[config.mk]
export PLATFORM = sky130hd
export DESIGN_NAME = axi_lite_master_bridge_flat
export DESIGN_NICKNAME = d
export VERILOG_FILES = /design/src/rtl/axi_lite_pkg.sv /design/src/rtl/axi_lite_if.sv /design/src/rtl/axi_lite_master_bridge.sv /design/src/flat_wrapper.sv
export SDC_FILE = /design/constraint.sdc
export NUM_CORES = 1
export LEC_CHECK = 0
export CORE_MARGIN = 2
export CORE_UTILIZATION = 37
export CTS_CLUSTER_SIZE = 10
export DETAILED_ROUTE_END_ITERATION = 12
export PLACE_DENSITY = 0.8
export SETUP_SLACK_MARGIN = 0.15
export SLEW_MARGIN = 20
export SYNTH_ARGS = -nofsm -noshare
export SYNTH_HDL_FRONTEND = slang
export SYNTH_SLANG_ARGS = --single-unit
[constraint.sdc]
create_clock -name clk -period 1.9 [get_ports clk]
set_input_delay 0.38 -clock clk [delete_from_list [all_inputs] [get_ports clk]]
set_output_delay 0.38 -clock clk [all_outputs]
set_load 0.005 [all_outputs]
[src/rtl/axi_lite_pkg.sv]
// Shared AXI-lite definitions: response codes, response type and a response classifier.
// Latency: n/a (types and constants only).
// Backpressure: n/a.
package axi_lite_pkg;

   typedef logic [1:0] resp_t;

   localparam resp_t RESP_OKAY   = 2'b00;
   localparam resp_t RESP_EXOKAY = 2'b01;
   localparam resp_t RESP_SLVERR = 2'b10;
   localparam resp_t RESP_DECERR = 2'b11;

   // Anything other than OKAY is reported to the core as an error; AXI-lite
   // has no exclusive access, so EXOKAY is treated as a failure too.
   function automatic logic resp_is_err(input resp_t resp);
      return resp != RESP_OKAY;
   endfunction

endpackage

[src/rtl/axi_lite_if.sv]
// AXI-lite bundle with master and slave views.
// Latency: n/a (wiring only).
// Backpressure: standard per-channel valid/ready.
interface axi_lite_if #(
   parameter int ADDR_WIDTH = 32,
   parameter int DATA_WIDTH = 32
);
   import axi_lite_pkg::*;

   logic                    awvalid;
   logic                    awready;
   logic [ADDR_WIDTH-1:0]   awaddr;
   logic [2:0]              awprot;
   logic                    wvalid;
   logic                    wready;
   logic [DATA_WIDTH-1:0]   wdata;
   logic [DATA_WIDTH/8-1:0] wstrb;
   logic                    bvalid;
   logic                    bready;
   resp_t                   bresp;
   logic                    arvalid;
   logic                    arready;
   logic [ADDR_WIDTH-1:0]   araddr;
   logic [2:0]              arprot;
   logic                    rvalid;
   logic                    rready;
   logic [DATA_WIDTH-1:0]   rdata;
   resp_t                   rresp;

   modport master (
      output awvalid, awaddr, awprot, wvalid, wdata, wstrb, bready,
             arvalid, araddr, arprot, rready,
      input  awready, wready, bvalid, bresp, arready, rvalid, rdata, rresp
   );

   modport slave (
      input  awvalid, awaddr, awprot, wvalid, wdata, wstrb, bready,
             arvalid, araddr, arprot, rready,
      output awready, wready, bvalid, bresp, arready, rvalid, rdata, rresp
   );

endinterface

[src/rtl/axi_lite_master_bridge.sv]
// Converts single-outstanding core load/store requests into AXI-lite master transactions.
// Latency: 3 cycles from request acceptance to resp_valid against a zero-wait slave.
// Backpressure: req_ready only in IDLE; AXI valids held until handshake; response pulse is not backpressured.
// Ports: clk, rst (synchronous, active-high); req_* core request; resp_valid/resp_rdata/resp_err
//        one-cycle completion with held data/error; m_axi AXI-lite master port.
module axi_lite_master_bridge
   import axi_lite_pkg::*;
#(
   parameter int ADDR_WIDTH = 32,
   parameter int DATA_WIDTH = 32
) (
   input  logic                    clk,
   input  logic                    rst,
   input  logic                    req_valid,
   output logic                    req_ready,
   input  logic                    req_we,
   input  logic [ADDR_WIDTH-1:0]   req_addr,
   input  logic [DATA_WIDTH-1:0]   req_wdata,
   input  logic [DATA_WIDTH/8-1:0] req_wstrb,
   output logic                    resp_valid,
   output logic [DATA_WIDTH-1:0]   resp_rdata,
   output logic                    resp_err,
   axi_lite_if.master              m_axi
);

   typedef enum logic [2:0] {IDLE, RADDR, RDATA, WRITE, WRESP} state_e;

   state_e                  state_q, state_d;
   logic                    we_q, we_d;
   logic [ADDR_WIDTH-1:0]   addr_q, addr_d;
   logic [DATA_WIDTH-1:0]   wdata_q, wdata_d;
   logic [DATA_WIDTH/8-1:0] wstrb_q, wstrb_d;
   logic                    aw_done_q, aw_done_d;
   logic                    w_done_q, w_done_d;
   logic                    resp_valid_q, resp_valid_d;
   logic [DATA_WIDTH-1:0]   rdata_q, rdata_d;
   logic                    err_q, err_d;
   logic                    aw_hs, w_hs;

   always_ff @(posedge clk) begin
      if (rst) begin
         state_q      <= IDLE;
         we_q         <= 1'b0;
         addr_q       <= '0;
         wdata_q      <= '0;
         wstrb_q      <= '0;
         aw_done_q    <= 1'b0;
         w_done_q     <= 1'b0;
         resp_valid_q <= 1'b0;
         rdata_q      <= '0;
         err_q        <= 1'b0;
      end else begin
         state_q      <= state_d;
         we_q         <= we_d;
         addr_q       <= addr_d;
         wdata_q      <= wdata_d;
         wstrb_q      <= wstrb_d;
         aw_done_q    <= aw_done_d;
         w_done_q     <= w_done_d;
         resp_valid_q <= resp_valid_d;
         rdata_q      <= rdata_d;
         err_q        <= err_d;
      end
   end

   always_comb begin
      state_d       = state_q;
      we_d          = we_q;
      addr_d        = addr_q;
      wdata_d       = wdata_q;
      wstrb_d       = wstrb_q;
      aw_done_d     = aw_done_q;
      w_done_d      = w_done_q;
      resp_valid_d  = 1'b0;
      rdata_d       = rdata_q;
      err_d         = err_q;
      aw_hs         = 1'b0;
      w_hs          = 1'b0;
      req_ready     = 1'b0;
      m_axi.arvalid = 1'b0;
      m_axi.rready  = 1'b0;
      m_axi.awvalid = 1'b0;
      m_axi.wvalid  = 1'b0;
      m_axi.bready  = 1'b0;
      // Payloads come straight from the request register, so they are stable
      // for as long as any valid is up.
      m_axi.araddr  = addr_q;
      m_axi.arprot  = 3'b000;
      m_axi.awaddr  = addr_q;
      m_axi.awprot  = 3'b000;
      m_axi.wdata   = wdata_q;
      m_axi.wstrb   = wstrb_q;

      unique case (state_q)
         IDLE: begin
            req_ready = 1'b1;
            if (req_valid) begin
               we_d    = req_we;
               addr_d  = req_addr;
               wdata_d = req_wdata;
               wstrb_d = req_wstrb;
               state_d = req_we ? WRITE : RADDR;
            end
         end
         RADDR: begin
            m_axi.arvalid = 1'b1;
            if (m_axi.arready) state_d = RDATA;
         end
         RDATA: begin
            m_axi.rready = 1'b1;
            if (m_axi.rvalid) begin
               err_d        = resp_is_err(m_axi.rresp);
               resp_valid_d = 1'b1;
               state_d      = IDLE;
            end
         end
         WRITE: begin
            // AW and W retire independently; the handshake in the current
            // cycle counts, so a slave taking both at once costs no extra cycle.
            m_axi.awvalid = !aw_done_q;
            m_axi.wvalid  = !w_done_q;
            aw_hs         = !aw_done_q && m_axi.awready;
            w_hs          = !w_done_q && m_axi.wready;
            aw_done_d     = aw_done_q || aw_hs;
            w_done_d      = w_done_q || w_hs;
            if (aw_done_d && w_done_d) begin
               aw_done_d = 1'b0;
               w_done_d  = 1'b0;
               state_d   = WRESP;
            end
         end
         WRESP: begin
            m_axi.bready = 1'b1;
            if (m_axi.bvalid) begin
               err_d        = resp_is_err(m_axi.bresp);
               resp_valid_d = 1'b1;
               state_d      = IDLE;
            end
         end
         default: state_d = IDLE;
      endcase

      // Single capture point for returned data: stores report zero.
      if (resp_valid_d) rdata_d = we_q ? '0 : m_axi.rdata;
   end

   assign resp_valid = resp_valid_q;
   assign resp_rdata = rdata_q;
   assign resp_err   = err_q;

endmodule

[src/flat_wrapper.sv]
// flat-port wrapper written by rule: the top's interface ports become plain ports
module axi_lite_master_bridge_flat import axi_lite_pkg::*;
#(
   parameter int ADDR_WIDTH = 32,
   parameter int DATA_WIDTH = 32
)
  (clk, rst, req_valid, req_ready, req_we, req_addr, req_wdata, req_wstrb, resp_valid, resp_rdata, resp_err, m_axi_awvalid, m_axi_awaddr, m_axi_awprot, m_axi_wvalid, m_axi_wdata, m_axi_wstrb, m_axi_bready, m_axi_arvalid, m_axi_araddr, m_axi_arprot, m_axi_rready, m_axi_awready, m_axi_wready, m_axi_bvalid, m_axi_bresp, m_axi_arready, m_axi_rvalid, m_axi_rdata, m_axi_rresp);
  axi_lite_if #(.ADDR_WIDTH(ADDR_WIDTH), .DATA_WIDTH(DATA_WIDTH)) m_axi_i ();
  input  logic clk;
  input  logic rst;
  input  logic req_valid;
  output logic req_ready;
  input  logic req_we;
  input  logic [ADDR_WIDTH-1:0] req_addr;
  input  logic [DATA_WIDTH-1:0] req_wdata;
  input  logic [DATA_WIDTH/8-1:0] req_wstrb;
  output logic resp_valid;
  output logic [DATA_WIDTH-1:0] resp_rdata;
  output logic resp_err;
  output wire logic [$bits(m_axi_i.awvalid)-1:0] m_axi_awvalid;
  output wire logic [$bits(m_axi_i.awaddr)-1:0] m_axi_awaddr;
  output wire logic [$bits(m_axi_i.awprot)-1:0] m_axi_awprot;
  output wire logic [$bits(m_axi_i.wvalid)-1:0] m_axi_wvalid;
  output wire logic [$bits(m_axi_i.wdata)-1:0] m_axi_wdata;
  output wire logic [$bits(m_axi_i.wstrb)-1:0] m_axi_wstrb;
  output wire logic [$bits(m_axi_i.bready)-1:0] m_axi_bready;
  output wire logic [$bits(m_axi_i.arvalid)-1:0] m_axi_arvalid;
  output wire logic [$bits(m_axi_i.araddr)-1:0] m_axi_araddr;
  output wire logic [$bits(m_axi_i.arprot)-1:0] m_axi_arprot;
  output wire logic [$bits(m_axi_i.rready)-1:0] m_axi_rready;
  input wire logic [$bits(m_axi_i.awready)-1:0] m_axi_awready;
  input wire logic [$bits(m_axi_i.wready)-1:0] m_axi_wready;
  input wire logic [$bits(m_axi_i.bvalid)-1:0] m_axi_bvalid;
  input wire logic [$bits(m_axi_i.bresp)-1:0] m_axi_bresp;
  input wire logic [$bits(m_axi_i.arready)-1:0] m_axi_arready;
  input wire logic [$bits(m_axi_i.rvalid)-1:0] m_axi_rvalid;
  input wire logic [$bits(m_axi_i.rdata)-1:0] m_axi_rdata;
  input wire logic [$bits(m_axi_i.rresp)-1:0] m_axi_rresp;
  assign m_axi_awvalid = m_axi_i.awvalid;
  assign m_axi_awaddr = m_axi_i.awaddr;
  assign m_axi_awprot = m_axi_i.awprot;
  assign m_axi_wvalid = m_axi_i.wvalid;
  assign m_axi_wdata = m_axi_i.wdata;
  assign m_axi_wstrb = m_axi_i.wstrb;
  assign m_axi_bready = m_axi_i.bready;
  assign m_axi_arvalid = m_axi_i.arvalid;
  assign m_axi_araddr = m_axi_i.araddr;
  assign m_axi_arprot = m_axi_i.arprot;
  assign m_axi_rready = m_axi_i.rready;
  assign m_axi_i.awready = m_axi_awready;
  assign m_axi_i.wready = m_axi_wready;
  assign m_axi_i.bvalid = m_axi_bvalid;
  assign m_axi_i.bresp = m_axi_bresp;
  assign m_axi_i.arready = m_axi_arready;
  assign m_axi_i.rvalid = m_axi_rvalid;
  assign m_axi_i.rdata = m_axi_rdata;
  assign m_axi_i.rresp = m_axi_rresp;
  axi_lite_master_bridge #(.ADDR_WIDTH(ADDR_WIDTH), .DATA_WIDTH(DATA_WIDTH)) u_core (.clk(clk), .rst(rst), .req_valid(req_valid), .req_ready(req_ready), .req_we(req_we), .req_addr(req_addr), .req_wdata(req_wdata), .req_wstrb(req_wstrb), .resp_valid(resp_valid), .resp_rdata(resp_rdata), .resp_err(resp_err), .m_axi(m_axi_i));
endmodule
==> metrics.md <==
| Metric | Value |
|---|---|
| Yosys Warn Count | `0` |
| Switching Share | `25.7%` |
| Internal | `0.00444 W` |
| Largest family of logic cells by synthesized area | `simple AND/OR/NAND/NOR gates` |
| DP Area | `between 6000 and 7000 um2` |
| Worst setup SP type | `flop` |
| Area grow syn2layout | `65.0%` |
| Vias in the first global route | `4,211` |
| Final Skew | `between 7 and 8 ps` |
| Flop pwr share | `43.6%` |
| Skew-Pair Late Insertion Delay | `340 ps` |
| # IOs | `259` |
| Clock slew at reported path FFs | `70 ps` |
| PortBufs | `252` |
| Tmin final | `1690 ps` |
| Final nets | `856` |
| Data required time of the worst path | `1520 ps` |
| CTS max path bufs | `2` |
| Max Cap Viol | `0` |
| Power Density | `845 nW/um2` |
| Post-DR vias/cell | `4.91` |
| Hold_ws | `432 ps` |
| Syn_area_per_cell | `8.00 um2` |
| Met1 usage in global routing | `23.3%` |
| Number of hold buffers added after cts | `0` |
| Sequential area share after synthesis | `50.4%` |
| Length of the first detailed-routing pass in iterations | `4` |
| Final Hold Viols | `0` |
| # fillers | `954` |
| Final Wtd Congestion | `about 0.83` |
| Rows | `39` |
| Chip width | `112 um` |
| Drt total wl | `approximately 13,000 um` |
| Met2 Use GR | `34.6%` |
| HP Start | `rst` |
| Setup-failing EPs final | `0` |
| First-pass GRT wire length | `20,700 um` |
| Share of synthesized registers carrying an async set or reset | `0%` |
| Mux cell area share after synthesis | `0.234%` |
| Max H-tree Level | `3` |
| RSZ-0062 raised after global routing | `no` |
| Largest net degree at the start of global routing | `71` |
| Detailed-route via count | `roughly 4,400` |
| Clock Root Buffer | `clkbuf_16` |
| Number of DRC markers in iteration 0 | `about 190` |
| Top_reg_cell synth | `dfxtp_1` |
| CORE AREA | `11,400 um2` |
| XOR/XNOR Fraction of Synth Area | `0%` |
| CP max FO | `6` |
| Cts bufs inserted | `9` |
| Simple-gate share of the synthesized area | `24.3%` |
| Die Area | `between 10,000 and 15,000 um2` |
| Gr busiest metal | `met2` |
| Critical path class | `reg2out` |
| Critical path arrival | `1310 ps` |
| Hold Crit Class | `in2reg` |
| Cell area after synthesis | `between 4000 and 5000 um2` |
| Initial antenna violation count | `0` |
| Clk pwr share | `30.9%` |
| Post-synth EDFFs | `0` |
| Leakage | `2.58 nW` |
| DIE HEIGHT | `between 100 and 150 um` |
| Post-DP HPWL | `slightly below 10,000 um` |
| Drt wl/cell | `approximately 15 um` |
| GRT met3 Usage | `5.61%` |
| Starting Density | `37.7%` |
| Worst Setup SP | `u_core.state_q[2]` |
| NetSw | `0.00154 W` |
| Share of layout cells above drive strength 1 | `5.63%` |
| Post-Synth Adder-Cell Area | `0%` |
| Combinational power share | `25.5%` |
| Max Slew Vio Count | `0` |
| GRT overflow | `0` |
| VDD IR max | `0.504 mV` |
| Cell variety after synth | `25` |
| Post-synthesis compound-gate area fraction | `between 10% and 20%` |
| Final instance area | `roughly 7000 um2` |
| # DRC | `0` |
| Flop and latch count out of synthesis | `108` |
| Peak Freq | `~0.59 GHz` |
| Antenna Cells | `0` |
| Final period utilization | `89.0%` |
| Worst R2R Start | `u_core.state_q[0]` |
| TritonCTS clock tree | `yes` |
| Syn Inst Count | `536` |
| # clock sinks | `108` |
| Detail Route Antenna Nets | `0` |
| Outcome | `complete, no violations` |
| Total global-route track usage | `20.4%` |
| CP Capture Type | `output port` |
==> final cells by class <==
cell class | count | area [um2] | share of cell area, %
Clock inverter | 2 | 35.0 | 0.495
Timing Repair Buffer | 269 | 2730 | 38.6
Tap cell | 143 | 179 | 2.53
Multi-Input combinational cell | 355 | 1700 | 24.0
Sequential cell | 108 | 2170 | 30.7
Clock buffer | 12 | 256 | 3.63
==> sequential cells by signal (all words and copies together) (netlist names) <==
register	flops
u_core.aw_done_q	1
u_core.m_axi.araddr	32
u_core.w_done_q	1
u_core.m_axi.wstrb	4
u_core.resp_rdata	32
u_core.resp_err	1
u_core.m_axi.wdata	32
u_core.resp_valid	1
u_core.state_q	3
u_core.we_q	1
==> power groups by stage <==
stage | Clock, W | Combinational [W] | Sequential, W
2_1_floorplan | 0 | 0.000648 | 0.00264
3_3_place_gp | 0 | 0.00147 | 0.00263
3_5_place_dp | 0 | 0.00150 | 0.00265
4_1_cts | 0.00189 | 0.00151 | 0.00260
5_1_grt | 0.00199 | 0.00165 | 0.00263
6_report | 0.00185 | 0.00152 | 0.00260
==> path summary, 6_finish.rpt <==
path                                              end  slack, ps  cells past startpoint
worst min-delay path                u_core.resp_valid        430                      2
worst min register to register  u_core.resp_rdata[15]        450                      2
worst max-delay path                    m_axi_awvalid        210                      3
worst max register to register      u_core.state_q[1]        280                      5
==> kinds of logic (layout without fill, tap and decap cells) <==
kind of cell	Yosys count	in the layout
and+or+nand+nor	232	232
muxes	1	1
other	1	6
buffers and inverters	78	283
AOI/OAI and AO/OA	116	116
DFF	108	108
==> cells in the final DEF, fill, tap and decap left out, types with 4 or more instances in the layout <==
cell,n
a21oi_1,107
buf_12,6
buf_4,11
clkbuf_16,9
clkdlybuf4s50_1,244
conb_1,6
dfxtp_1,105
dlygate4sd2_1,4
nand2_1,171
nand3b_1,35
nor2_1,11
o21ai_0,4
==> cell usage after synthesis (2+ instances only) <==
master,count,area share [%]
nand2_1,172,15
a21oi_1,108,13
dfxtp_1,108,50
buf_4,39,6.8
nand3b_1,35,6.1
clkbuf_1,23,2.0
buf_2,12,1.4
nor2_1,12,1.1
nor3_1,4,0.47
o21ai_0,4,0.47
and2_1,2,0.29
clkbuf_2,2,0.23
nor4b_1,2,0.41
or4_1,2,0.35
==> per-stage QoR <==
step	util (%)	setup TNS (ps)	cells	setup WS, ps	power, W
after detailed placement	58.8	-131	869	-131	0.00415
after CTS	61.5	-41.1	884	-40.8	0.00600
after global placement	58.8	-101	869	-101	0.00410
after floorplan	-	0	541	407	0.00329
after global routing	62.2	0	889	151	0.00627
final	62.2	0	889	209	0.00597
==> timing repair <==
item | in CTS | in global routing
buffers inserted | 1 | 5
resized for setup | 11 | 8
setup endpoints to repair | 6 | 5
endpoints found under the hold margin | 0 | 0
pin swaps | 0 | 1
==> worst max-delay path: stages, from the launching register on <==
cell	delay [ps]
dfxtp_4	370
nand3b_1	230
nor2_1	120
dlygate4sd2_1	250
==> routing by layer <==
| layer | up-vias | routed length [um] | share of wire (%) |
|---|---|---|---|
| met3 | 34 | 845 | 6.4 |
| met5 | - | 0 | 0 |
| li1 | 2116 | - | - |
| met1 | 2028 | 5270 | 40 |
| met2 | 185 | 6570 | 50 |
| met4 | 0 | 507 | 3.8 |
Note: power is estimated with default switching activity, not from simulation.
